## src/rtl/ex_mem_stage_if.sv

```systemverilog
// EX/MEM stage bundle: hazard controls, EX-side inputs, MEM-side outputs.
// The stage drives the slave side; the producer/consumer side is the master.
interface ex_mem_stage_if #(
    parameter int XLEN = 32,
    parameter int RIDX = 5
);
    logic            stall;
    logic            flush;
    logic            ex_valid;
    logic [XLEN-1:0] ex_pc;
    logic [XLEN-1:0] ex_imm;
    logic [XLEN-1:0] alu_result;
    logic            alu_bcond;
    logic [XLEN-1:0] ex_rs2_data;
    logic [RIDX-1:0] ex_rd;
    logic            ex_is_branch;
    logic            ex_is_jal;
    logic            ex_is_jalr;
    logic            ex_mem_read;
    logic            ex_mem_write;
    logic            ex_reg_write;
    logic            ex_mem_to_reg;
    logic            ex_halt;

    logic            mem_valid;
    logic [XLEN-1:0] mem_alu_result;
    logic [XLEN-1:0] mem_rs2_data;
    logic [RIDX-1:0] mem_rd;
    logic            mem_mem_read;
    logic            mem_mem_write;
    logic            mem_reg_write;
    logic            mem_mem_to_reg;
    logic            mem_halt;
    logic            redirect;
    logic [XLEN-1:0] redirect_target;

    modport slave (
        input  stall, flush, ex_valid, ex_pc, ex_imm, alu_result,
        input  alu_bcond, ex_rs2_data, ex_rd,
        input  ex_is_branch, ex_is_jal, ex_is_jalr,
        input  ex_mem_read, ex_mem_write, ex_reg_write,
        input  ex_mem_to_reg, ex_halt,
        output mem_valid, mem_alu_result, mem_rs2_data, mem_rd,
        output mem_mem_read, mem_mem_write, mem_reg_write,
        output mem_mem_to_reg, mem_halt,
        output redirect, redirect_target
    );

    modport master (
        output stall, flush, ex_valid, ex_pc, ex_imm, alu_result,
        output alu_bcond, ex_rs2_data, ex_rd,
        output ex_is_branch, ex_is_jal, ex_is_jalr,
        output ex_mem_read, ex_mem_write, ex_reg_write,
        output ex_mem_to_reg, ex_halt,
        input  mem_valid, mem_alu_result, mem_rs2_data, mem_rd,
        input  mem_mem_read, mem_mem_write, mem_reg_write,
        input  mem_mem_to_reg, mem_halt,
        input  redirect, redirect_target
    );
endinterface

```

## src/rtl/ex_mem_stage.sv

```systemverilog
// EX/MEM pipeline register with predict-not-taken branch resolution
// and a registered one-cycle PC redirect to fetch.
module ex_mem_stage #(
    parameter int XLEN = 32,
    parameter int RIDX = 5
) (
    input  logic           clk,
    input  logic           reset,
    ex_mem_stage_if.slave  bus
);
    logic            mem_valid_q, mem_valid_d;
    logic [XLEN-1:0] mem_alu_result_q, mem_alu_result_d;
    logic [XLEN-1:0] mem_rs2_data_q, mem_rs2_data_d;
    logic [RIDX-1:0] mem_rd_q, mem_rd_d;
    logic            mem_mem_read_q, mem_mem_read_d;
    logic            mem_mem_write_q, mem_mem_write_d;
    logic            mem_reg_write_q, mem_reg_write_d;
    logic            mem_mem_to_reg_q, mem_mem_to_reg_d;
    logic            mem_halt_q, mem_halt_d;
    logic            redirect_q, redirect_d;
    logic [XLEN-1:0] redirect_target_q, redirect_target_d;
    logic            halted_q, halted_d;

    logic            live;
    logic            taken;
    logic            is_jump;
    logic            load_bubble;
    logic            load_live;
    logic [XLEN-1:0] target;
    logic [XLEN-1:0] link;

    always_comb begin
        // the instruction behind our own redirect is wrong-path
        live        = bus.ex_valid & ~redirect_q & ~halted_q;
        is_jump     = bus.ex_is_jal | bus.ex_is_jalr;
        taken       = is_jump | (bus.ex_is_branch & bus.alu_bcond);
        target      = bus.ex_is_jalr ? (bus.alu_result & ~XLEN'(1))
                                     : (bus.ex_pc + bus.ex_imm);
        link        = bus.ex_pc + XLEN'(4);
        load_bubble = bus.flush | (~bus.stall & ~live);
        load_live   = ~bus.flush & ~bus.stall & live;

        mem_valid_d       = mem_valid_q;
        mem_alu_result_d  = mem_alu_result_q;
        mem_rs2_data_d    = mem_rs2_data_q;
        mem_rd_d          = mem_rd_q;
        mem_mem_read_d    = mem_mem_read_q;
        mem_mem_write_d   = mem_mem_write_q;
        mem_reg_write_d   = mem_reg_write_q;
        mem_mem_to_reg_d  = mem_mem_to_reg_q;
        mem_halt_d        = mem_halt_q;
        redirect_d        = redirect_q;
        redirect_target_d = redirect_target_q;
        halted_d          = halted_q | (load_live & bus.ex_halt);

        if (load_bubble) begin
            mem_valid_d       = 1'b0;
            mem_alu_result_d  = '0;
            mem_rs2_data_d    = '0;
            mem_rd_d          = '0;
            mem_mem_read_d    = 1'b0;
            mem_mem_write_d   = 1'b0;
            mem_reg_write_d   = 1'b0;
            mem_mem_to_reg_d  = 1'b0;
            mem_halt_d        = 1'b0;
            redirect_d        = 1'b0;
            redirect_target_d = '0;
        end else if (load_live) begin
            mem_valid_d       = 1'b1;
            mem_alu_result_d  = is_jump ? link : bus.alu_result;
            mem_rs2_data_d    = bus.ex_rs2_data;
            mem_rd_d          = bus.ex_rd;
            mem_mem_read_d    = bus.ex_mem_read;
            mem_mem_write_d   = bus.ex_mem_write;
            mem_reg_write_d   = bus.ex_reg_write
                              & ~(bus.ex_is_branch & ~is_jump);
            mem_mem_to_reg_d  = bus.ex_mem_to_reg;
            mem_halt_d        = bus.ex_halt;
            redirect_d        = taken;
            redirect_target_d = taken ? target : '0;
        end
    end

    always_ff @(posedge clk) begin
        if (reset) begin
            mem_valid_q       <= 1'b0;
            mem_alu_result_q  <= '0;
            mem_rs2_data_q    <= '0;
            mem_rd_q          <= '0;
            mem_mem_read_q    <= 1'b0;
            mem_mem_write_q   <= 1'b0;
            mem_reg_write_q   <= 1'b0;
            mem_mem_to_reg_q  <= 1'b0;
            mem_halt_q        <= 1'b0;
            redirect_q        <= 1'b0;
            redirect_target_q <= '0;
            halted_q          <= 1'b0;
        end else begin
            mem_valid_q       <= mem_valid_d;
            mem_alu_result_q  <= mem_alu_result_d;
            mem_rs2_data_q    <= mem_rs2_data_d;
            mem_rd_q          <= mem_rd_d;
            mem_mem_read_q    <= mem_mem_read_d;
            mem_mem_write_q   <= mem_mem_write_d;
            mem_reg_write_q   <= mem_reg_write_d;
            mem_mem_to_reg_q  <= mem_mem_to_reg_d;
            mem_halt_q        <= mem_halt_d;
            redirect_q        <= redirect_d;
            redirect_target_q <= redirect_target_d;
            halted_q          <= halted_d;
        end
    end

    assign bus.mem_valid       = mem_valid_q;
    assign bus.mem_alu_result  = mem_alu_result_q;
    assign bus.mem_rs2_data    = mem_rs2_data_q;
    assign bus.mem_rd          = mem_rd_q;
    assign bus.mem_mem_read    = mem_mem_read_q;
    assign bus.mem_mem_write   = mem_mem_write_q;
    assign bus.mem_reg_write   = mem_reg_write_q;
    assign bus.mem_mem_to_reg  = mem_mem_to_reg_q;
    assign bus.mem_halt        = mem_halt_q;
    assign bus.redirect        = redirect_q;
    assign bus.redirect_target = redirect_target_q;
endmodule

```

## src/flat_wrapper.sv

```systemverilog
// flat-port wrapper written by rule: the top's interface ports become plain ports
module ex_mem_stage_flat 
#(
    parameter int XLEN = 32,
    parameter int RIDX = 5
)
  (clk, reset, bus_stall, bus_flush, bus_ex_valid, bus_ex_pc, bus_ex_imm, bus_alu_result, bus_alu_bcond, bus_ex_rs2_data, bus_ex_rd, bus_ex_is_branch, bus_ex_is_jal, bus_ex_is_jalr, bus_ex_mem_read, bus_ex_mem_write, bus_ex_reg_write, bus_ex_mem_to_reg, bus_ex_halt, bus_mem_valid, bus_mem_alu_result, bus_mem_rs2_data, bus_mem_rd, bus_mem_mem_read, bus_mem_mem_write, bus_mem_reg_write, bus_mem_mem_to_reg, bus_mem_halt, bus_redirect, bus_redirect_target);
  ex_mem_stage_if #(.XLEN(XLEN), .RIDX(RIDX)) bus_i ();
  input  logic clk;
  input  logic reset;
  input wire logic [$bits(bus_i.stall)-1:0] bus_stall;
  input wire logic [$bits(bus_i.flush)-1:0] bus_flush;
  input wire logic [$bits(bus_i.ex_valid)-1:0] bus_ex_valid;
  input wire logic [$bits(bus_i.ex_pc)-1:0] bus_ex_pc;
  input wire logic [$bits(bus_i.ex_imm)-1:0] bus_ex_imm;
  input wire logic [$bits(bus_i.alu_result)-1:0] bus_alu_result;
  input wire logic [$bits(bus_i.alu_bcond)-1:0] bus_alu_bcond;
  input wire logic [$bits(bus_i.ex_rs2_data)-1:0] bus_ex_rs2_data;
  input wire logic [$bits(bus_i.ex_rd)-1:0] bus_ex_rd;
  input wire logic [$bits(bus_i.ex_is_branch)-1:0] bus_ex_is_branch;
  input wire logic [$bits(bus_i.ex_is_jal)-1:0] bus_ex_is_jal;
  input wire logic [$bits(bus_i.ex_is_jalr)-1:0] bus_ex_is_jalr;
  input wire logic [$bits(bus_i.ex_mem_read)-1:0] bus_ex_mem_read;
  input wire logic [$bits(bus_i.ex_mem_write)-1:0] bus_ex_mem_write;
  input wire logic [$bits(bus_i.ex_reg_write)-1:0] bus_ex_reg_write;
  input wire logic [$bits(bus_i.ex_mem_to_reg)-1:0] bus_ex_mem_to_reg;
  input wire logic [$bits(bus_i.ex_halt)-1:0] bus_ex_halt;
  output wire logic [$bits(bus_i.mem_valid)-1:0] bus_mem_valid;
  output wire logic [$bits(bus_i.mem_alu_result)-1:0] bus_mem_alu_result;
  output wire logic [$bits(bus_i.mem_rs2_data)-1:0] bus_mem_rs2_data;
  output wire logic [$bits(bus_i.mem_rd)-1:0] bus_mem_rd;
  output wire logic [$bits(bus_i.mem_mem_read)-1:0] bus_mem_mem_read;
  output wire logic [$bits(bus_i.mem_mem_write)-1:0] bus_mem_mem_write;
  output wire logic [$bits(bus_i.mem_reg_write)-1:0] bus_mem_reg_write;
  output wire logic [$bits(bus_i.mem_mem_to_reg)-1:0] bus_mem_mem_to_reg;
  output wire logic [$bits(bus_i.mem_halt)-1:0] bus_mem_halt;
  output wire logic [$bits(bus_i.redirect)-1:0] bus_redirect;
  output wire logic [$bits(bus_i.redirect_target)-1:0] bus_redirect_target;
  assign bus_i.stall = bus_stall;
  assign bus_i.flush = bus_flush;
  assign bus_i.ex_valid = bus_ex_valid;
  assign bus_i.ex_pc = bus_ex_pc;
  assign bus_i.ex_imm = bus_ex_imm;
  assign bus_i.alu_result = bus_alu_result;
  assign bus_i.alu_bcond = bus_alu_bcond;
  assign bus_i.ex_rs2_data = bus_ex_rs2_data;
  assign bus_i.ex_rd = bus_ex_rd;
  assign bus_i.ex_is_branch = bus_ex_is_branch;
  assign bus_i.ex_is_jal = bus_ex_is_jal;
  assign bus_i.ex_is_jalr = bus_ex_is_jalr;
  assign bus_i.ex_mem_read = bus_ex_mem_read;
  assign bus_i.ex_mem_write = bus_ex_mem_write;
  assign bus_i.ex_reg_write = bus_ex_reg_write;
  assign bus_i.ex_mem_to_reg = bus_ex_mem_to_reg;
  assign bus_i.ex_halt = bus_ex_halt;
  assign bus_mem_valid = bus_i.mem_valid;
  assign bus_mem_alu_result = bus_i.mem_alu_result;
  assign bus_mem_rs2_data = bus_i.mem_rs2_data;
  assign bus_mem_rd = bus_i.mem_rd;
  assign bus_mem_mem_read = bus_i.mem_mem_read;
  assign bus_mem_mem_write = bus_i.mem_mem_write;
  assign bus_mem_reg_write = bus_i.mem_reg_write;
  assign bus_mem_mem_to_reg = bus_i.mem_mem_to_reg;
  assign bus_mem_halt = bus_i.mem_halt;
  assign bus_redirect = bus_i.redirect;
  assign bus_redirect_target = bus_i.redirect_target;
  ex_mem_stage #(.XLEN(XLEN), .RIDX(RIDX)) u_core (.clk(clk), .reset(reset), .bus(bus_i));
endmodule
```

## config.mk

```make
export PLATFORM = sky130hd
export DESIGN_NAME = ex_mem_stage_flat
export DESIGN_NICKNAME = d
export VERILOG_FILES = /design/src/rtl/ex_mem_stage_if.sv /design/src/rtl/ex_mem_stage.sv /design/src/flat_wrapper.sv
export SDC_FILE = /design/constraint.sdc
export NUM_CORES = 1
export LEC_CHECK = 0
export BUFFER_PORTS_ARGS = -buffer_cell sky130_fd_sc_hd__buf_2
export CAP_MARGIN = 10
export CORE_UTILIZATION = 30
export CTS_CLUSTER_DIAMETER = 30
export DETAILED_ROUTE_END_ITERATION = 8
export GPL_ROUTABILITY_DRIVEN = 0
export MAX_ROUTING_LAYER = met4
export PLACE_DENSITY = 0.53
export SYNTH_ARGS = -nofsm -noshare
export SYNTH_HDL_FRONTEND = slang
export SYNTH_SLANG_ARGS = --single-unit
```

## constraint.sdc

```tcl
create_clock -name clk -period 7.9 [get_ports clk]
set_input_delay 0.79 -clock clk [delete_from_list [all_inputs] [get_ports clk]]
set_output_delay 0.79 -clock clk [all_outputs]
set_load 0.02 [all_outputs]
```

-- After elaboration in Yosys (flattened, before gate mapping)
Cells that the tools add are included.
- reduce and logical (&&, ||, !) cells: 1
- bitwise operators: 20
- muxes and demuxes: 3
- add/sub/neg operators: 2
- operators by type and width (cell ; number):
    $mux W32 ; 3
    $add A32 B3 Y32 const B ; 1
    $add A32 B32 Y32 ; 1
    $and A1 B1 Y1 ; 9
    $not A1 Y1 ; 7
    $or A1 B1 Y1 ; 4
    $reduce_or A2 Y1 ; 1
- bits in registers: 109
- input bits: 147
- output and inout bits: 108
- word-level logic and storage cells: 38

-- Longest topological paths before layout
Gate-level depths: netlist of the first run.
- word-level depth: 7
- gate-level depth with buffers: 10
- gate-level depth less buffers: 10

-- Worst setup path before layout of the first run
Ideal clock, no wire load.
- path kind: input-to-reg
- start: input port bus_ex_imm[0]
- end: register u_core.redirect_target_q[24] (netlist: u_core.bus.redirect_target[24])
- setup time: 0.120 ns
- data arrival time: 3.236 ns
- stages: 10
- data required time: 7.780 ns
- slack: 4.545 ns
- buffers on the path: 0
- path through: ha_1 -> fa_1 -> a21o_1 -> a2111oi_4 -> o221ai_2 -> a2111o_1 -> and4_4 -> o22ai_4 -> o21ai_1 -> a211o_1
- word-level cells in the longest chain between the ends: 3
- ends and longest elaborated chain (item ; RTL line ; RTL):
    from (decl) ; flat_wrapper.sv:15 ; input wire logic [$bits(bus_i.ex_imm)-1:0] bus_ex_imm;
    $add A32 B32 Y32 ; ex_mem_stage.sv:38 ; : (bus.ex_pc + bus.ex_imm);
    $mux W32 ; ex_mem_stage.sv:37 ; target = bus.ex_is_jalr ? (bus.alu_result & ~XLEN'(1))
    $mux W32 ; ex_mem_stage.sv:80 ; redirect_target_d = taken ? target : '0;
    to (signal assigned) ; ex_mem_stage.sv:109 ; redirect_target_q <= redirect_target_d;
    to (decl) ; ex_mem_stage.sv:21 ; logic [XLEN-1:0] redirect_target_q, redirect_target_d;
Every way passes these cells.
A chain may end at the register's enable or synchronous reset.

-- Worst setup path after layout of the first run
- start: input port bus_ex_valid
- end: register u_core.redirect_target_q[15] (netlist: u_core.bus.redirect_target[15])
- word-level cells in the longest chain between the ends: 6
- elaborated cells between the ends (all ways): 7
- classes of those cells: bitwise: 6; reduce/logical: 1
- ends and longest elaborated chain (item ; RTL line ; RTL):
    from (decl) ; flat_wrapper.sv:13 ; input wire logic [$bits(bus_i.ex_valid)-1:0] bus_ex_valid;
    $and A1 B1 Y1 (*) (2 in a row) ; ex_mem_stage.sv:34 ; live = bus.ex_valid & ~redirect_q & ~halted_q;
    $not A1 Y1 ; ex_mem_stage.sv:40 ; load_bubble = bus.flush | (~bus.stall & ~live);
    $and A1 B1 Y1 ; ex_mem_stage.sv:40 ;
    $or A1 B1 Y1 ; ex_mem_stage.sv:40 ;
    $reduce_or A2 Y1 (no source line) ; -- ;
Every way passes the cells marked *; elsewhere a longest branch is shown, timed or not.

==> results.toml, run 1 <==
[clock_tree]
cts-buffers-inserted = 9
clk_path_buf_depth = 2
cts_tree = "yes"
ctsRootBufferMaster = "clkbuf_16"
clock-sinks = 109
cts_hold_buffers = 0
cts_resized = 0
htree_num_levels = 3
insertion_delay_ns = 0.35
cts_setup_buffers = 0
clkTransAtPathRegs_ns = 0.08

[yosys]
ys_seq_elements = 109
syn-cell-area_mm2 = 0.00633
synthArstFlopShare = 0
synth_ff_type = "dfxtp_1"
synth.distinct_cells = 52
synth_seq_area_share = 0.345
yosysWarnings = 0
syn-instance-count = 838
synth_nets = 1018
avgSynthCellArea_um2 = 7.55
synth-edff-count = 0

[sta]
drv_slew = 0
skew_ns = 0.0129
hold_viol_final = 0
fmax_mhz = 294
maxSlewHeadroom = 0.402
fin_crit_sh = 0.431
setup_viol = 0
fin_crit_ns = 3.40
holdWs_ns = 0.451
rsz0062_at_grt = "false"
tightest_slew_ns = 0.889
setup-tns-final_ns = 0

[hold_path]
min_to = "u_core.bus.mem_reg_write"
hold_path.class = "register to register"
hold_start = "u_core.bus.mem_reg_write"
worstHoldPathCells = 2

[setup_path]
r2r_start = "u_core.bus.redirect"
worstPathCellList = "buf_2, or3b_2, or3_4, nor3_2, nand2b_1, o32ai_1"
crit_buf_inv = 1
critical-path-top-delay-family = "simple AND/OR/NAND/NOR gates"
cp.required_ns = 8.15
r2r_end = "u_core.bus.redirect_target[15]"
cp_max_fo = 51
max_stage_delay_ns = 0.71
r2r_setup_slack_ns = 4.58
cp.arrival_ns = 3.66
critPathSlowestCell = "nor3_2"
cp-start-kind = "input port"
critPathKind = "input port to register"
end_kind = "register"
r2r_cells = 5

[power]
p_per_area_mw_per_mm2 = 163
finalPower_mw = 1.32
p_leak_nw = 3.56
vdd_drop_max_uv = 108

[layout]
multi_input_area_mm2 = 0.00394
final_common_cell = "buf_2"
drive_gt1_frac = 0.275
area_growth_pct = 28.5
fill_cells = 2201
final_util = 0.398
seq_area_mm2 = 0.00218
design_area_mm2 = 0.00813
nNetsFinal = 1239
final_cell_mix = "buf_2 (254), nand2_1 (148), a21oi_1 (118)"

[global_route]
grt_first_pass_wirelength_um = 33700
grt_util_met3 = 0.0335
antenna_found_initial = 1
grt_busiest_layer = "met2"
grt_max_degree = 84
grt_pass1_vias = 6355
gr-total-overflow = 0
grt_use_total = 0.201
grtUsageMet2 = 0.322
use_met1 = 0.264

[floorplanning]
fp.dieArea_mm2 = 0.0217
fp.coreArea_mm2 = 0.0204
row_count = 52
start_util = 0.310
fp.dieW_um = 147
ios = 255
die_y_um = 147

[route]
drt_wl_total_um = 21700
viasPerCell = 5.05
ant_nets = 0
dr.pass1.iters = 5
num_vias = 6740
drc = 0
drt-wirelength-per-cell_um = 16.3
drtIter0Drc = 361

[outcome]
outcome = "complete, no violations"

[placed_design]
place_hpwl_um = 16200
dpl_cell_area_mm2 = 0.00782
port_buffers = 254

[flow_run]
drv_cap = 0
[through the flow]
step	instances	setup WS, ns
after CTS	1334	4.47
after global routing	1335	4.32
after global placement	1318	4.19
after detailed placement	1318	4.12
final	1335	4.50
after floorplan	838	4.54
[worst reg2reg max path: stages, from the launching register on]
cell and delay (ns):
dfxtp_1 0.38, or3b_2 0.55, or3_4 0.59, nor3_2 0.73, nand2b_1 0.57, o32ai_1 0.41
[logic make-up after synthesis]
| logic type | after synthesis | share of synthesized area |
|---|---|---|
| compound gates | 252 | 0.251 |
| fa+ha+maj | 33 | 0.0664 |
| mux | 4 | 0.00652 |
| xor+xnor | 49 | 0.0678 |
| simple gates | 329 | 0.226 |
| buf+inv | 62 | 0.0372 |
| flops | 109 | 0.345 |
[worst max-delay path by stage]
stage                                           endpoint          start  cells after the start  slack, ns
final                     u_core.bus.redirect_target[15]   bus_ex_valid                      6       4.50
after global routing      u_core.bus.redirect_target[15]   bus_ex_valid                      6       4.32
after CTS                 u_core.bus.redirect_target[15]   bus_ex_valid                      6       4.47
after detailed placement  u_core.bus.redirect_target[29]   bus_ex_valid                      6       4.12
after global placement    u_core.bus.redirect_target[29]   bus_ex_valid                      6       4.19
after floorplan           u_core.bus.redirect_target[24]  bus_ex_imm[0]                     10       4.54
[cell type report]
type                    instances  share of cell area
multi-input cells             667               0.484
flip-flops and latches        109               0.268
repair buffers                260               0.162
well taps                     270              0.0415
clock buffers                   9              0.0277
clock inverters                 7              0.0108
inverters                      12             0.00554
diodes                          1            0.000308
[synth_stat cells, drive strengths merged (4+ instances only)]
| cell type | instances | area share |
|---|---|---|
| a21o | 17 | 0.020 |
| a211oi | 31 | 0.037 |
| inv | 12 | 0.0071 |
| clkbuf | 43 | 0.026 |
| a22oi | 7 | 0.0083 |
| o211ai | 6 | 0.0071 |
| buf | 7 | 0.0045 |
| xnor2 | 23 | 0.032 |
| a211o | 4 | 0.0055 |
| a31oi | 12 | 0.012 |
| and3 | 13 | 0.013 |
| or3 | 5 | 0.0049 |
| or2 | 4 | 0.0040 |
| and4 | 5 | 0.0073 |
| nor2 | 93 | 0.055 |
| o21ai | 23 | 0.018 |
| xor2 | 26 | 0.036 |
| nor3 | 8 | 0.0063 |
| nand3 | 37 | 0.029 |
| o21a | 5 | 0.0059 |
| o22ai | 10 | 0.012 |
| a21oi | 118 | 0.093 |
| nand4 | 6 | 0.0059 |
| nand2 | 148 | 0.088 |
| ha | 32 | 0.063 |
| dfxtp | 109 | 0.34 |
[routing by layer]
layer,up-vias,wire length [um]
li1,3418,-
met1,3076,10400
met2,233,9930
met3,13,1240
met4,0,183
met5,-,0
[report_power, final]
part	switching, mW	internal, mW
Sequential	0.00337	0.555
Combinational	0.166	0.109
Clock	0.234	0.255
No activity file was read; power rests on OpenSTA's default activity.
==> inputs of run 2 (changes only) <==
- PLACE_DENSITY: 0.53 -> 0.55
- clock period: 7.9 -> 2.8 ns (I/O delays scaled with it)
==> results.toml, run 2 (same netlist as run 1, synthesis figures left out) <==
[route]
drt-wirelength-per-cell_um = 16.0
drtIter0Drc = 289
ant_nets = 0
drc = 0
num_vias = 6777
viasPerCell = 4.98
drt_wl_total_um = 21800
dr.pass1.iters = 6

[sta]
setup_viol = 0
drv_slew = 0
fin_crit_ns = 2.64
fin_crit_sh = 0.944
tightest_slew_ns = 0.732
layout_setup_ws_ns = 0.156
skew_ns = 0.0134
maxSlewHeadroom = 0.512
rsz0062_at_grt = "false"
hold_viol_final = 0
fmax_mhz = 378
holdWs_ns = 0.121

[power]
power_frac_clock = 0.365
seqPwrFrac = 0.418
p_leak_nw = 3.68
vdd_drop_max_uv = 255
switchingPower_mw = 1.15
p_per_area_mw_per_mm2 = 451
intPower_mw = 2.61
combPwrFrac = 0.217
finalPower_mw = 3.77
swShare = 0.306

[clock_tree]
htree_num_levels = 3
cts-buffers-inserted = 9
cts_tree = "yes"
insertion_delay_ns = 0.36
clk_path_buf_depth = 2
clock-sinks = 109
clkTransAtPathRegs_ns = 0.08
cts_hold_buffers = 0
ctsRootBufferMaster = "clkbuf_16"

[layout]
seq_area_mm2 = 0.00218
fill_cells = 2196
drive_gt1_frac = 0.296
antennaDiodeCount = 0
design_area_mm2 = 0.00835
final_common_cell = "buf_2"
multi_input_area_mm2 = 0.00394
area_growth_pct = 32.0
nNetsFinal = 1267
final_cell_mix = "buf_2 (254), nand2_1 (148), a21oi_1 (118)"

[setup_path]
end_kind = "register"
crit_buf_inv = 1
cp_max_fo = 5
cp.arrival_ns = 2.90
cp-start-kind = "input port"
max_stage_delay_ns = 0.46
critPathSlowestCell = "a2111o_1"
cp.required_ns = 3.05
critPathKind = "input port to register"
worstPathCellList = "buf_2, ha_1, fa_2, a21o_1, a2111oi_4, o221ai_2, a2111o_1, and4_4, o22ai_4, o21ai_1, a211o_1"
critical-path-top-delay-family = "compound AO/OA/AOI/OAI gates"

[hold_path]
hold_path.class = "input port to register"

[floorplanning]
ios = 255
fp.coreArea_mm2 = 0.0204
start_util = 0.310
row_count = 52
fp.dieW_um = 147
fp.dieArea_mm2 = 0.0217
die_y_um = 147

[flow_run]
drv_cap = 0

[global_route]
gr-total-overflow = 0
grt_max_degree = 78
grt_pass1_vias = 6376
grt_use_total = 0.203
antenna_found_initial = 0
grt_first_pass_wirelength_um = 33700

[placed_design]
port_buffers = 254
dpl_cell_area_mm2 = 0.00803
dp_slack_ns = -0.377
place_hpwl_um = 16200

[outcome]
outcome = "complete, no violations"
run 2: timing repair:
action,in CTS,in global routing
buffers inserted,1,0
pin swaps,3,2
endpoints found under the setup margin,3,8
resized for setup,1,1
cloned,0,0
run 2: path summary, 6_finish.rpt:
check,start,depth (start not counted),endpoint,slack [ns]
max reg2reg,u_core.bus.redirect,7,u_core.bus.redirect_target[30],0.41
min,reset,2,u_core.halted_q,0.12
max,bus_ex_pc[0],11,u_core.bus.redirect_target[24],0.16
min reg2reg,u_core.bus.mem_reg_write,2,u_core.bus.mem_reg_write,0.45
run 2: power groups by stage:
stage,Sequential [mW],Clock (mW),Combinational (mW)
after floorplan,1.64,0,0.470
after global routing,1.58,1.47,0.903
after detailed placement,1.61,0,0.808
final,1.58,1.38,0.816
after global placement,1.61,0,0.810
after CTS,1.58,1.42,0.818
run 2: stage by stage:
step | instances | util | TNS [ns]
after floorplan | 838 | - | 0
after global placement | 1345 | 0.393 | -2.47
after detailed placement | 1345 | 0.393 | -2.75
after CTS | 1362 | 0.409 | 0
after global routing | 1362 | 0.409 | 0
final | 1362 | 0.409 | 0
run 2: worst register-to-register path: cells and delay by family, from the launching register on:
family / cells / cell delay (ns)
simple gates: 3 / 1.21
flops: 1 / 0.34
compound gates: 2 / 0.27
buf+inv: 2 / 0.54
run 2: final cells by class:
| cell class | count | area share |
|---|---|---|
| clock inverter | 7 | 0.00959 |
| sequential | 109 | 0.261 |
| inverter | 12 | 0.00539 |
| tap | 270 | 0.0404 |
| multi-input combinational | 667 | 0.472 |
| timing repair buffer | 288 | 0.184 |
| clock buffer | 9 | 0.0270 |
run 2: layer usage:
| layer | global-route usage | part of all wire | wire [um] |
|---|---|---|---|
| met1 | 0.259 | 0.47 | 10300 |
| met2 | 0.320 | 0.45 | 9760 |
| met3 | 0.0394 | 0.060 | 1320 |
| met4 | 0.0675 | 0.019 | 403 |
| met5 | - | 0 | 0 |
